File: src/rtl/cpu_trace_extractor.sv
// cpu_trace_extractor: decodes the numeric fields of cpu_checker trace lines
// (time, PC, GRF number or memory address, write data) and queues one record
// per line that cpu_checker accepts into a small show-ahead FIFO.
//
// state   | meaning
// --------+-------------------------------------------------------
// IDLE    | outside a line, waiting for '^'
// TIME    | accumulating the decimal time stamp
// PC      | accumulating the hex PC
// SEP     | after ':', waiting for '$' (register) or '*' (memory)
// GRF     | accumulating the decimal GRF number
// ADDR    | accumulating the hex memory address
// ARROW   | inside "<=" and spaces, waiting for the first data digit
// DATA    | accumulating the hex write data
// DONE    | '#' seen; cpu_checker's verdict arrives in this cycle
module cpu_trace_extractor #(
  parameter int DEPTH = 4
) (
  input  logic                     clk,
  input  logic                     reset,
  input  logic [7:0]               char,
  input  logic [1:0]               format_type,
  output logic                     out_valid,
  input  logic                     out_ready,
  output logic [1:0]               rec_type,
  output logic [13:0]              rec_time,
  output logic [31:0]              rec_pc,
  output logic [31:0]              rec_dst,
  output logic [31:0]              rec_data,
  output logic [$clog2(DEPTH):0]   count,
  output logic                     overflow
);

  localparam int PW = $clog2(DEPTH);
  localparam int CW = PW + 1;

  localparam logic [3:0] S_IDLE  = 4'd0;
  localparam logic [3:0] S_TIME  = 4'd1;
  localparam logic [3:0] S_PC    = 4'd2;
  localparam logic [3:0] S_SEP   = 4'd3;
  localparam logic [3:0] S_GRF   = 4'd4;
  localparam logic [3:0] S_ADDR  = 4'd5;
  localparam logic [3:0] S_ARROW = 4'd6;
  localparam logic [3:0] S_DATA  = 4'd7;
  localparam logic [3:0] S_DONE  = 4'd8;

  typedef struct packed {
    logic [1:0]  typ;
    logic [13:0] tim;
    logic [31:0] pc;
    logic [31:0] dst;
    logic [31:0] data;
  } rec_t;

  logic [3:0]  state, state_nxt;
  logic [13:0] acc_t, acc_g;
  logic [31:0] acc_pc, acc_a, acc_data;

  logic        is_dec, is_hex, is_caret;
  logic [3:0]  nib;
  logic [3:0]  dec_d;

  rec_t          mem [DEPTH];
  rec_t          rec_in, head;
  logic [PW-1:0] wr_ptr, rd_ptr;
  logic          push, pop, full, wr_en;

  // character classification; only lowercase a-f count as hex letters
  always_comb begin
    is_caret = (char == "^");
    is_dec   = (char >= "0") && (char <= "9");
    is_hex   = is_dec || ((char >= "a") && (char <= "f"));
    dec_d    = char[3:0];
    nib      = is_dec ? char[3:0] : (char[3:0] + 4'd9);
  end

  // field state machine next-state; '^' restarts a line from any state
  always_comb begin
    state_nxt = S_IDLE;
    if (is_caret) begin
      state_nxt = S_TIME;
    end else begin
      case (state)
        S_TIME:  if (is_dec) state_nxt = S_TIME;
                 else if (char == "@") state_nxt = S_PC;
        S_PC:    if (is_hex) state_nxt = S_PC;
                 else if (char == ":") state_nxt = S_SEP;
        S_SEP:   if (char == " ") state_nxt = S_SEP;
                 else if (char == "$") state_nxt = S_GRF;
                 else if (char == "*") state_nxt = S_ADDR;
        S_GRF:   if (is_dec || char == " ") state_nxt = S_GRF;
                 else if (char == "<") state_nxt = S_ARROW;
        S_ADDR:  if (is_hex || char == " ") state_nxt = S_ADDR;
                 else if (char == "<") state_nxt = S_ARROW;
        S_ARROW: if (char == "=" || char == " ") state_nxt = S_ARROW;
                 else if (is_hex) state_nxt = S_DATA;
        S_DATA:  if (is_hex) state_nxt = S_DATA;
                 else if (char == "#") state_nxt = S_DONE;
        default: state_nxt = S_IDLE;
      endcase
    end
  end

  // state register and field accumulators; '^' clears them on the same edge
  // that a pending DONE record is pushed, so the push sees pre-clear values
  always_ff @(posedge clk or negedge reset) begin
    if (!reset) begin
      state    <= S_IDLE;
      acc_t    <= '0;
      acc_g    <= '0;
      acc_pc   <= '0;
      acc_a    <= '0;
      acc_data <= '0;
    end else begin
      state <= state_nxt;
      if (is_caret) begin
        acc_t    <= '0;
        acc_g    <= '0;
        acc_pc   <= '0;
        acc_a    <= '0;
        acc_data <= '0;
      end else begin
        case (state)
          S_TIME:  if (is_dec) acc_t <= acc_t * 14'd10 + {10'd0, dec_d};
          S_PC:    if (is_hex) acc_pc <= {acc_pc[27:0], nib};
          S_GRF:   if (is_dec) acc_g <= acc_g * 14'd10 + {10'd0, dec_d};
          S_ADDR:  if (is_hex) acc_a <= {acc_a[27:0], nib};
          S_ARROW, S_DATA: if (is_hex) acc_data <= {acc_data[27:0], nib};
          default: ;
        endcase
      end
    end
  end

  // record assembly and FIFO control; a pop while full frees room for a push
  always_comb begin
    rec_in.typ  = format_type;
    rec_in.tim  = acc_t;
    rec_in.pc   = acc_pc;
    rec_in.dst  = (format_type == 2'b01) ? {18'd0, acc_g} : acc_a;
    rec_in.data = acc_data;
    push        = (state == S_DONE) && (format_type != 2'b00);
    out_valid   = (count != '0);
    pop         = out_valid && out_ready;
    full        = (count == CW'(DEPTH));
    wr_en       = push && (!full || pop);
  end

  // record FIFO storage, pointers, occupancy and sticky overflow
  always_ff @(posedge clk or negedge reset) begin
    if (!reset) begin
      for (int i = 0; i < DEPTH; i++) mem[i] <= '0;
      wr_ptr   <= '0;
      rd_ptr   <= '0;
      count    <= '0;
      overflow <= 1'b0;
    end else begin
      if (wr_en) begin
        mem[wr_ptr] <= rec_in;
        wr_ptr      <= wr_ptr + PW'(1);
      end
      if (pop) rd_ptr <= rd_ptr + PW'(1);
      case ({wr_en, pop})
        2'b10:   count <= count + CW'(1);
        2'b01:   count <= count - CW'(1);
        default: ;
      endcase
      if (push && full && !pop) overflow <= 1'b1;
    end
  end

  // show-ahead head view, forced to zero while empty
  always_comb begin
    head     = mem[rd_ptr];
    rec_type = out_valid ? head.typ  : '0;
    rec_time = out_valid ? head.tim  : '0;
    rec_pc   = out_valid ? head.pc   : '0;
    rec_dst  = out_valid ? head.dst  : '0;
    rec_data = out_valid ? head.data : '0;
  end

endmodule

File: config.mk
export PLATFORM = sky130hd
export DESIGN_NAME = cpu_trace_extractor
export DESIGN_NICKNAME = d
export VERILOG_FILES = /design/src/rtl/cpu_trace_extractor.sv
export SDC_FILE = /design/constraint.sdc
export NUM_CORES = 1
export LEC_CHECK = 0
export CAP_MARGIN = 40
export CORE_MARGIN = 2
export CORE_UTILIZATION = 61
export DETAILED_ROUTE_END_ITERATION = 12
export PLACE_DENSITY = 0.81
export SLEW_MARGIN = 20
export SYNTH_ARGS = -nofsm -noshare
export SYNTH_HDL_FRONTEND = slang
export SYNTH_SLANG_ARGS = --single-unit
File: constraint.sdc
create_clock -name clk -period 3.8 [get_ports clk]
set_input_delay 0.76 -clock clk [delete_from_list [all_inputs] [get_ports clk]]
set_output_delay 0.76 -clock clk [all_outputs]
set_load 0.02 [all_outputs]
Word-level counts from Yosys, hierarchy flattened
Cells that the tools add are included.
{"block": "totals", "ff_bits": 584, "out_inout_bits": 117}
{"block": "op_classes", "add_sub_neg": 7, "mul": 2, "magnitude_cmp": 7, "n_eq_ne": 21, "n_mux": 45, "bitwise": 2, "n_reduce_logical": 31}
{"operator": "bitwise mux 448 bit", "n": 1}
{"operator": "2-to-1 mux 32 bit", "n": 13}
{"operator": "2-to-1 mux 112 bit", "n": 3}
{"operator": "binary-select mux 112 bit (select 2 bit)", "n": 1}
{"operator": "demux 112 bit (select 2 bit)", "n": 1}
{"operator": "2-to-1 mux 14 bit", "n": 7}
{"operator": "== test 8 x 6 -> 1 bit, second input constant", "n": 7}
{"operator": "adder 14 x 4 -> 14 bit", "n": 2}
{"operator": "multiplier 14 x 3 -> 13 bit, second input constant", "n": 2}
{"operator": "one-hot mux 4 bit (7 select lines)", "n": 1}
{"operator": "2-to-1 mux 3 bit", "n": 7}
{"operator": "2-to-1 mux 4 bit", "n": 5}
{"operator": "nonzero test 2 bit", "n": 9}
{"operator": "== test 4 x 3 -> 1 bit, second input constant", "n": 4}
{"operator": "== test 8 x 7 -> 1 bit, second input constant", "n": 2}
{"operator": "2-to-1 mux 2 bit", "n": 5}
{"operator": "AND reduction 2 bit", "n": 5}
{"operator": "== test 4 x 2 -> 1 bit, second input constant", "n": 2}
{"operator": "greater-or-equal comparator 8 x 6 -> 1 bit, second input constant", "n": 1}
{"operator": "greater-or-equal comparator 8 x 7 -> 1 bit, second input constant", "n": 1}
{"operator": "less-or-equal comparator 8 x 6 -> 1 bit, second input constant", "n": 1}
{"operator": "less-or-equal comparator 8 x 7 -> 1 bit, second input constant", "n": 1}
{"operator": "logical AND 1 bit", "n": 8}
{"operator": "greater-or-equal comparator 3 bit, second input constant", "n": 2}
{"operator": "16 further kinds", "n": 24}

Depth between registers and ports, before layout
{"block": "logic_depth", "word_depth": 7, "mapped_depth": 12}

Least setup slack after synthesis
Ideal clock, no wire load.
{"block": "synth_timing", "kind": "flip-flop to flip-flop", "startpoint": "register acc_g[1]", "endpoint": "register acc_g[13]", "setup_time_ns": 0.065, "arrival_ns": 2.937, "path_slack_ns": 0.798, "stages_incl_launch_ff": 11, "synth_period_minus_slack_ns": 3.002, "cell_sequence": "dfrtp_1 -> ha_1 -> ha_1 -> fa_1 -> a211oi_1 -> nor2_1 -> o31ai_1 -> a21bo_2 -> or3b_1 -> o311a_1 -> nand2_1"}
{"block": "synth_via", "elab_chain_cells": 5}
{"item": "start, declared", "line": "56", "text": "logic [13:0] acc_t, acc_g;"}
{"item": "start signal, assigned", "line": "126", "text": "S_GRF: if (is_dec) acc_g <= acc_g * 14'd10 + {10'd0, dec_d};"}
{"item": "multiplier 14 x 3 -> 13 bit", "line": "126"}
{"item": "adder 14 x 4 -> 14 bit", "line": "126"}
{"item": "2-to-1 mux 14 bit", "line": "126"}
{"item": "2-to-1 mux 14 bit", "line": "123", "text": "case (state)"}
{"item": "2-to-1 mux 14 bit", "line": "116", "text": "if (is_caret) begin"}
No other way between the ends. The select of a mux whose other input is x is not followed.
A chain may end at the register's enable or synchronous reset.

Worst setup path after layout
{"block": "layout_timing", "startpoint": "register rd_ptr[1]", "endpoint": "output rec_pc[3]"}
{"block": "layout_via", "elab_chain_cells": 5}
{"item": "start, declared", "line": "65", "text": "logic [PW-1:0] wr_ptr, rd_ptr;"}
{"item": "start signal, assigned", "line": "162", "text": "if (pop) rd_ptr <= rd_ptr + PW'(1);"}
{"item": "inverter 2 -> 3 bit (implied by the code)", "line": "174", "text": "head = mem[rd_ptr];"}
{"item": "binary-select mux 112 bit (select 2 bit)", "line": "174"}
{"item": "2-to-1 mux 112 bit (implied by the code) (2 in series)", "line": "174"}
{"item": "2-to-1 mux 32 bit", "line": "177", "text": "rec_pc = out_valid ? head.pc : '0;"}
{"item": "end, declared", "line": "27", "text": "output logic [31:0] rec_pc,"}
No other way between the ends. The select of a mux whose other input is x is not followed.

==> impl_metrics.ini <==
[finish]
final_common_cell = dfrtp_1
nNetsFinal = 2393
area_growth_syn_to_layout_pct = 16.1
drive_gt1_frac = 0.260
stdcell_count = 2964
most-common-layout-cells = dfrtp_1, nand2_1, mux2_2

[yosys]
ys_async_sr_fraction = 1.00
syn-instance-count = 2212
synth_nets = 2284
synth_area_sq_um = 27200
synth_edf_count = 0
synth_flop_cell = dfrtp_1
synth_cell_types = 60
yosys_warnings = 0
syn_area_per_cell_sq_um = 12.3
yosysSeqAreaShare = 0.537
synth_seq_cells = 584

[floorplan]
rows = 77
core_area_sq_um = 44100
die_x_microns = 215
die_y_microns = 215
dieArea_sq_um = 46300
pin_count = 130
start_util = 0.617

[route]
drtIter0Drc = 1285
viasPerCell = 6.00
num_vias = 17800
drc_errors = 0
routedWlPerCell_microns = 20.6
routed_wl_microns = 60900
ant_nets = 0
drt_first_pass_iters = 5

[global_routing]
grt_pass1_wl_microns = 102000
grt_pass1_vias = 19200
grt_util_all_layers = 0.273
grt_overflow = 0
grt_max_degree = 99
antenna_found_initial = 4

[placement]
dp_cells = 2848
hpwl_microns = 38800
gp_congestion = 0.895
port_buffers = 129

[clocking]
post_cts_buffers = 0
root_buffer = clkbuf_16
max-clock-path-buffers = 3
numCtsBuffers = 59
htree_levels = 2
cts_resized = 0
path_clk_slew_ns = 0.06
cts_tree = built
clock_sinks = 584
clk_latency_ns = 0.63
ctsHoldBuffers = 0

[critical_path]
r2r_slack_ns = 0.55
worstSetupEndpointType = output port
criticalPathCategory = register to output port
cp.required_ns = 3.04
crit_fanout = 28
crit_arrival_ns = 2.83
cp-start-kind = register

[timing]
skew_ns = 0.0285
hold_violations = 0
holdWs_ns = 0.220
tightest_slew_ns = 0.843
finalMaxSlewViolations = 0
grt_setup_unrepaired = false
slew_headroom = 0.438
min_period_ns = 3.59
finalSetupViolCount = 0
finalCritPeriodShare = 0.944
finalSetupTns_ns = 0
fmax_mhz = 279

[power]
vdd_drop_max_uv = 526
p_leak_nw = 15.2
power.total_mw = 14.2
p_per_area_nw_per_um2 = 450

[run_status]
status = completed

[hold_path]
min_path_type = input port to asynchronous set/reset pin

[run]
drv_cap = 0
## layer usage
metal	wire, microns	vias to the layer above	GRT usage	share of wire
met4	1500	4	0.0805	0.025
met3	3040	109	0.0457	0.050
met2	30100	436	0.452	0.49
met1	26300	9206	0.375	0.43
met5	26	-	0	0.00043
li1	-	8025	-	-
## registers in the layout, indices dropped and copies added, names as in the netlist
| signal | flops |
|---|---|
| mem | 448 |
| acc_a | 32 |
| acc_data | 32 |
| acc_pc | 32 |
| acc_g | 14 |
| acc_t | 14 |
| state | 4 |
| count | 3 |
| rd_ptr | 2 |
| wr_ptr | 2 |
| overflow | 1 |
## final timing paths
kind | from | endpoint | cells after the start
setup / recovery | rd_ptr[1]$_DFFE_PN0P_ | rec_pc[3] | 4
setup reg to reg | acc_g[1]$_DFFE_PN0P_ | acc_g[13]$_DFFE_PN0P_ | 10
max in group asynchronous | reset | mem[281]$_DFFE_PN0P_ | 3
hold reg to reg | overflow$_DFFE_PN0P_ | overflow$_DFFE_PN0P_ | 1
hold / removal | reset | mem[420]$_DFFE_PN0P_ | 1
min in group clk | overflow$_DFFE_PN0P_ | overflow$_DFFE_PN0P_ | 1
## synth_stat cells, drive strengths merged (2+ instances only)
master  number  area share
o21ai      180       0.033
or3          7      0.0016
inv         10      0.0014
o21a         3     0.00083
a311oi       2     0.00064
nor2b        8      0.0018
a211oi      11      0.0030
ha          54       0.025
nand3b       4      0.0011
or2          4     0.00092
nand2      367       0.051
and2       114       0.026
a21oi       45      0.0084
buf         75       0.013
clkbuf      74       0.010
nor3b        3     0.00083
dfrtp      584        0.54
or4          4      0.0012
nand3       80       0.015
nor4         4     0.00092
nor3         8      0.0018
nor2        32      0.0045
mux2i       16      0.0059
xnor2       27      0.0087
nand4        5      0.0014
xor2        17      0.0057
a21o         9      0.0025
mux4       112       0.093
fa           5      0.0037
and3         2     0.00046
a21boi       2     0.00055
mux2       321        0.13
nand2b       5      0.0011
o211ai       4      0.0011
## worst max-delay path, stage by stage, from the launching register on
cell and delay (ns):
dfrtp_4 0.75, buf_4 0.35, mux4_2 0.36, and2_1 0.19, clkdlybuf4s50_1 0.54
## metrics by stage
stage                util  setup slack, ns  instance area (sq um)
floorplan               -            0.798                  27200
global placement    0.669            0.325                  29500
detailed placement  0.669            0.235                  29500
CTS                 0.715          0.00483                  31600
global route        0.716            0.151                  31600
finish              0.716            0.213                  31600
## cell type report
| cell class | count | area, sq um |
|---|---|---|
| antenna | 2 | 5.00 |
| fill | 2972 | 12500 |
| sequential | 584 | 14600 |
| clock buffer | 95 | 1840 |
| timing repair buffer | 197 | 2180 |
| inverter | 10 | 37.5 |
| multi-input combinational | 1469 | 12000 |
| tap | 592 | 741 |
| clock inverter | 15 | 176 |
## power breakdown
part           internal, mW  switching [mW]
registers              6.26           0.121
logic                 0.847            1.06
clock network          3.51            2.43
## kinds of logic after synthesis
| kind of cell | Yosys count | synth area share |
|---|---|---|
| compound gates | 265 | 0.0531 |
| fa+ha+maj | 59 | 0.0285 |
| mux | 449 | 0.231 |
| simple gates | 652 | 0.111 |
| xor+xnor | 44 | 0.0144 |
| flops | 584 | 0.537 |
| buf+inv | 159 | 0.0245 |
No activity file was read; power rests on OpenSTA's default activity.
